## src/rtl/cpstr_man_rx.sv

```systemverilog
// cpstr_man_rx: receive-side stream demultiplexer.
// Splits one escaped byte stream into NUM_STREAMS byte streams.
// Escape pairs {ESC_CHAR, idx} select the destination stream.
// The pair {ESC_CHAR, ESC_CHAR} carries a literal ESC_CHAR data byte.
// A single output register holds one byte, so bytes leave in arrival order.
module cpstr_man_rx #(
  parameter int unsigned NUM_STREAMS = 2,
  parameter logic [7:0]  ESC_CHAR    = 8'hA5
) (
  input  logic                       i_clk,
  input  logic                       i_rst_n,
  input  logic [7:0]                 i_data,
  input  logic                       i_valid,
  output logic                       o_ready,
  output logic [8*NUM_STREAMS-1:0]   o_data,
  output logic [NUM_STREAMS-1:0]     o_valid,
  input  logic [NUM_STREAMS-1:0]     i_ready,
  output logic [7:0]                 o_stridx,
  output logic                       o_stridx_valid,
  output logic                       o_err,
  output logic                       o_drop
);

  typedef enum logic [0:0] {StData, StEsc} state_e;

  // Stream count as a byte, so a received index compares at full 8-bit width.
  localparam logic [7:0] NumStreamsB = 8'(NUM_STREAMS);

  state_e     state_q;
  logic       full_q;
  logic [7:0] data_q;
  logic [7:0] idx_q;
  logic [7:0] stridx_q;
  logic       stridx_valid_q;
  logic       err_q;
  logic       drop_q;

  logic [NUM_STREAMS-1:0] valid;
  logic                   drain;
  logic                   accept;
  logic                   is_data;
  logic                   is_sel;
  logic                   is_bad;

  // Lane decode, drain/accept handshake and classification of the accepted byte.
  always_comb begin
    valid = '0;
    for (int unsigned k = 0; k < NUM_STREAMS; k++) begin
      valid[k] = full_q && (idx_q == 8'(k));
    end
    drain   = |(valid & i_ready);
    // Control bytes also wait for the register, which keeps ordering strict.
    o_ready = !full_q || drain;
    accept  = i_valid && o_ready;

    is_data = 1'b0;
    is_sel  = 1'b0;
    is_bad  = 1'b0;
    if (accept) begin
      unique case (state_q)
        StData: is_data = (i_data != ESC_CHAR);
        StEsc: begin
          if (i_data == ESC_CHAR) begin
            is_data = 1'b1;
          end else if (i_data < NumStreamsB) begin
            is_sel = 1'b1;
          end else begin
            is_bad = 1'b1;
          end
        end
        default: ;
      endcase
    end
  end

  // Parser FSM, current selection, output register and status pulses.
  always_ff @(posedge i_clk or negedge i_rst_n) begin
    if (!i_rst_n) begin
      state_q        <= StData;
      full_q         <= 1'b0;
      data_q         <= 8'h00;
      idx_q          <= 8'h00;
      stridx_q       <= 8'h00;
      stridx_valid_q <= 1'b0;
      err_q          <= 1'b0;
      drop_q         <= 1'b0;
    end else begin
      if (accept) begin
        unique case (state_q)
          StData:  state_q <= (i_data == ESC_CHAR) ? StEsc : StData;
          StEsc:   state_q <= StData;
          default: state_q <= StData;
        endcase
      end

      if (drain) begin
        full_q <= 1'b0;
      end

      // A load in the same cycle as a drain overrides the clear above.
      drop_q <= 1'b0;
      if (is_data) begin
        if (stridx_valid_q) begin
          full_q <= 1'b1;
          data_q <= i_data;
          idx_q  <= stridx_q;
        end else begin
          drop_q <= 1'b1;
        end
      end

      // The new selection only affects later bytes; a held byte keeps idx_q.
      if (is_sel) begin
        stridx_q       <= i_data;
        stridx_valid_q <= 1'b1;
      end

      err_q <= is_bad;
    end
  end

  assign o_valid        = valid;
  assign o_data         = {NUM_STREAMS{data_q}};
  assign o_stridx       = stridx_q;
  assign o_stridx_valid = stridx_valid_q;
  assign o_err          = err_q;
  assign o_drop         = drop_q;

endmodule

```

## config.mk

```make
export PLATFORM = sky130hd
export DESIGN_NAME = cpstr_man_rx
export DESIGN_NICKNAME = d
export VERILOG_FILES = /design/src/rtl/cpstr_man_rx.sv
export SDC_FILE = /design/constraint.sdc
export NUM_CORES = 1
export LEC_CHECK = 0
export CORE_MARGIN = 1
export CORE_UTILIZATION = 40
export CTS_CLUSTER_SIZE = 30
export DETAILED_ROUTE_END_ITERATION = 7
export PLACE_DENSITY = 0.83
export SYNTH_ARGS = -nofsm -noshare
export SYNTH_HDL_FRONTEND = slang
export SYNTH_SLANG_ARGS = --single-unit
```

## constraint.sdc

```tcl
create_clock -name i_clk -period 1.74 [get_ports i_clk]
set_input_delay 0.348 -clock i_clk [delete_from_list [all_inputs] [get_ports i_clk]]
set_output_delay 0.348 -clock i_clk [all_outputs]
set_load 0.01 [all_outputs]
```

==> results.toml <==
[run_status]
run_status = "finished with violations"
failed_checks = "negative setup slack"

[synth]
synth_nets = 102
netlist_instances = 88
yosysWarnings = 0
ys_seq_area_share_pct = 55.2
combined_area_of_all_synthesized_cells_mm2 = 0.00131
ys_ff_latch = 29
avgSynthCellArea_um2 = 14.9
yosys.area.top_type = "sky130_fd_sc_hd__dfrtp_1"
netlist.area_leader.share_pct = 55.2
synth_ff_type = "sky130_fd_sc_hd__dfrtp_1"
synth_top_cells_by_count = "sky130_fd_sc_hd__dfrtp_1 (29), sky130_fd_sc_hd__mux2_4 (12), sky130_fd_sc_hd__buf_4 (8), sky130_fd_sc_hd__and2b_1 (7), sky130_fd_sc_hd__mux2_2 (7)"
yosys-top-cells-area = "sky130_fd_sc_hd__dfrtp_1 (55%), sky130_fd_sc_hd__mux2_4 (14%), sky130_fd_sc_hd__mux2_2 (6.0%)"
synth_most_common_cell = "sky130_fd_sc_hd__dfrtp_1"
ys_async_sr_fraction_pct = 100
synthDistinctLibCells = 25
synth_enable_flop_cells = 0

[critical_path]
crit_chain = "nor4b_4 -> buf_4 -> a31o_4 -> nor4b_4 -> buf_4 -> and2b_1"
worst_path_largest_cell_delay_ps = 410
crit_fanout = 4
ff2ff_path_depth = 6
regToRegStartpoint = "idx_q[2]"
cell_family_contributing_the_most_delay_on_the_critical_path = "simple AND/OR/NAND/NOR gates"
crit_slowest_cell = "sky130_fd_sc_hd__dfrtp_1"
cp_num_cells = 6
cp_required_ps = 1950
crit_path_end_kind = "flop"
worst_setup_path_startpoint = "idx_q[2]"
worst-path-buf-inv = 2
arrival_ps = 2100
start_kind = "flop"
worst-setup-path-type = "reg2reg"

[placed_design]
io_buffer_count = 42
post-place-ws_ps = -737
routability_cong = 0.726
dp.final_hpwl_um = 1990

[pwr]
net-switching-power_uw = 261
p_clk_share_pct = 33.2
worst_ir_drop_vdd_mv = 0.403
power.leakage_nw = 0.932
power_density_mw_per_mm2 = 614
power_frac_comb_pct = 9.9
seq_power_share_pct = 56.9
switching_share_pct = 21.8
internal_power_uw = 937

[clock_tree]
cts_htree_levels = 2
cts.path.max_buffers = 2
cts_sinks = 29
cts_tree = "built"
path_clk_slew_ps = 80
worstSkewPairLatency_ps = 320
ctsRootBufferMaster = "sky130_fd_sc_hd__clkbuf_4"
tritoncts.num_buffers = 5

[detailed_routing]
top_layer = "met4"
drt-vias-per-instance = 4.73
drt.antenna.violating_nets = 0
firstDrtPassIters = 4
dr_total_vias = 894
wirelength_met1_um = 1150
detailed_route_wl_um = 2800
first_iter_violations = 13
detailroute.wirelength.met2_um = 1380
detail_route.drc_violations = 0
route.met3.wl_um = 230
route.detailed.wl_per_inst_um = 14.8

[sta]
period_share_pct = 109
timing.slew.headroom_pct = 76.0
fin_ws_ps = -154
period_minus_slack_ps = 1890
finClkSkew_ps = 7.66
fmax_mhz = 528
tightestPinTransition_ps = 358
setup_total_negative_slack_ps = -3600
finalSetupViolCount = 28
final_hold_viol_count = 0
rsz_0062_raised_after_global_routing = "yes"
whs_ps = 285
timing.final.max_slew_violations = 0

[hold_path]
hold_depth = 2
worstHoldPathType = "in2reg"
hold_path.startpoint = "i_data[6]"

[global_route]
wire_length_of_the_first_global_routing_pass_um = 4800
global_route.usage.total_pct = 19.2
globalRoute.totalOverflow = 0
first_global_vias = 985
antenna_found_initial = 0
grt_start_max_net_pins = 30

[floorplan]
num_rows = 20
die_area_mm2 = 0.00352
num_io_pins = 43
initial_utilization_pct = 42.7
die_width_um = 59.3
core_mm2 = 0.00308
vertical_die_dimension_um = 59.3

[cells_and_area]
nNetsFinal = 159
drive_above_1_share_pct = 41.4
final_core_util_pct = 63.5
diodes = 0
flow.area_growth_from_synthesis_pct = 48.7

[job]
drv_cap = 0
-- power groups by stage --
stage	clock network, mW	registers, mW	logic [mW]
3_5_place_dp	0	0.695	0.113
3_3_place_gp	0	0.695	0.109
2_1_floorplan	0	0.697	0.0323
6_report	0.398	0.682	0.119
4_1_cts	0.419	0.682	0.118
5_1_grt	0.452	0.683	0.129
-- cells in the final DEF, fill, tap and decap left out, drive strengths merged, types with 2 or more instances in the layout --
cell type      Yosys  final
and2b              7      7
buf               10     22
clkbuf             0      7
clkdlybuf4s15      0      2
clkdlybuf4s50      0     35
dfrtp             29     29
inv                2      2
mux2              19     19
nand2              4      4
nor2               2      2
nor4b              2      2
-- through the flow --
| stage | cell area [um^2] | power [mW] | instances |
|---|---|---|---|
| final | 1950 | 1.20 | 189 |
| after global routing | 1950 | 1.26 | 189 |
| after CTS | 1920 | 1.22 | 187 |
| after detailed placement | 1790 | 0.808 | 176 |
| after global placement | 1790 | 0.804 | 176 |
| after floorplan | 1320 | 0.729 | 88 |
-- worst paths after layout --
path / endpoint / slack, ps
worst max-delay path: o_stridx[2] / -150
worst min-delay path: data_q[6] / 280
worst max register to register: o_stridx[2] / -150
worst min register to register: o_drop / 520
max in group asynchronous: o_stridx_valid / 1050
min in group asynchronous: o_stridx[0] / 410
-- routing by layer --
layer | global-route usage (%) | vias to the layer above
li1 | - | 410
met1 | 22.2 | 438
met2 | 31.9 | 42
met3 | 8.30 | 4
met4 | 6.12 | 0
met5 | 0 | -
-- timing repair --
action / 4_1_cts / 5_1_grt
buffers inserted: 5 / 2
hold buffers: 0 / 0
setup endpoints to repair: 28 / 31
gates resized for setup: 36 / 4
gates cloned: 0 / 0
pin swaps: 8 / 2
-- flip-flops by register name, summed over array words and instances (netlist names) --
register	cells
data_q	8
idx_q	8
o_stridx	8
full_q	1
o_drop	1
o_err	1
o_stridx_valid	1
state_q	1
-- logic make-up after synthesis --
family                   share of synthesized area, %
adder cells (fa/ha/maj)                         0.952
flip-flops                                       55.2
AO/OA/AOI/OAI                                    1.71
AND/OR/NAND/NOR                                  14.9
multiplexers                                     19.7
buffers and inverters                            7.52
-- layout make-up --
class | instances | area, um^2
clock buffer | 7 | 55.1
fill | 251 | 1120
inverter | 2 | 7.51
multi-input combinational | 47 | 549
sequential | 29 | 726
tap | 44 | 55.1
timing repair buffer | 60 | 561
(Power assumes the default switching activity.)
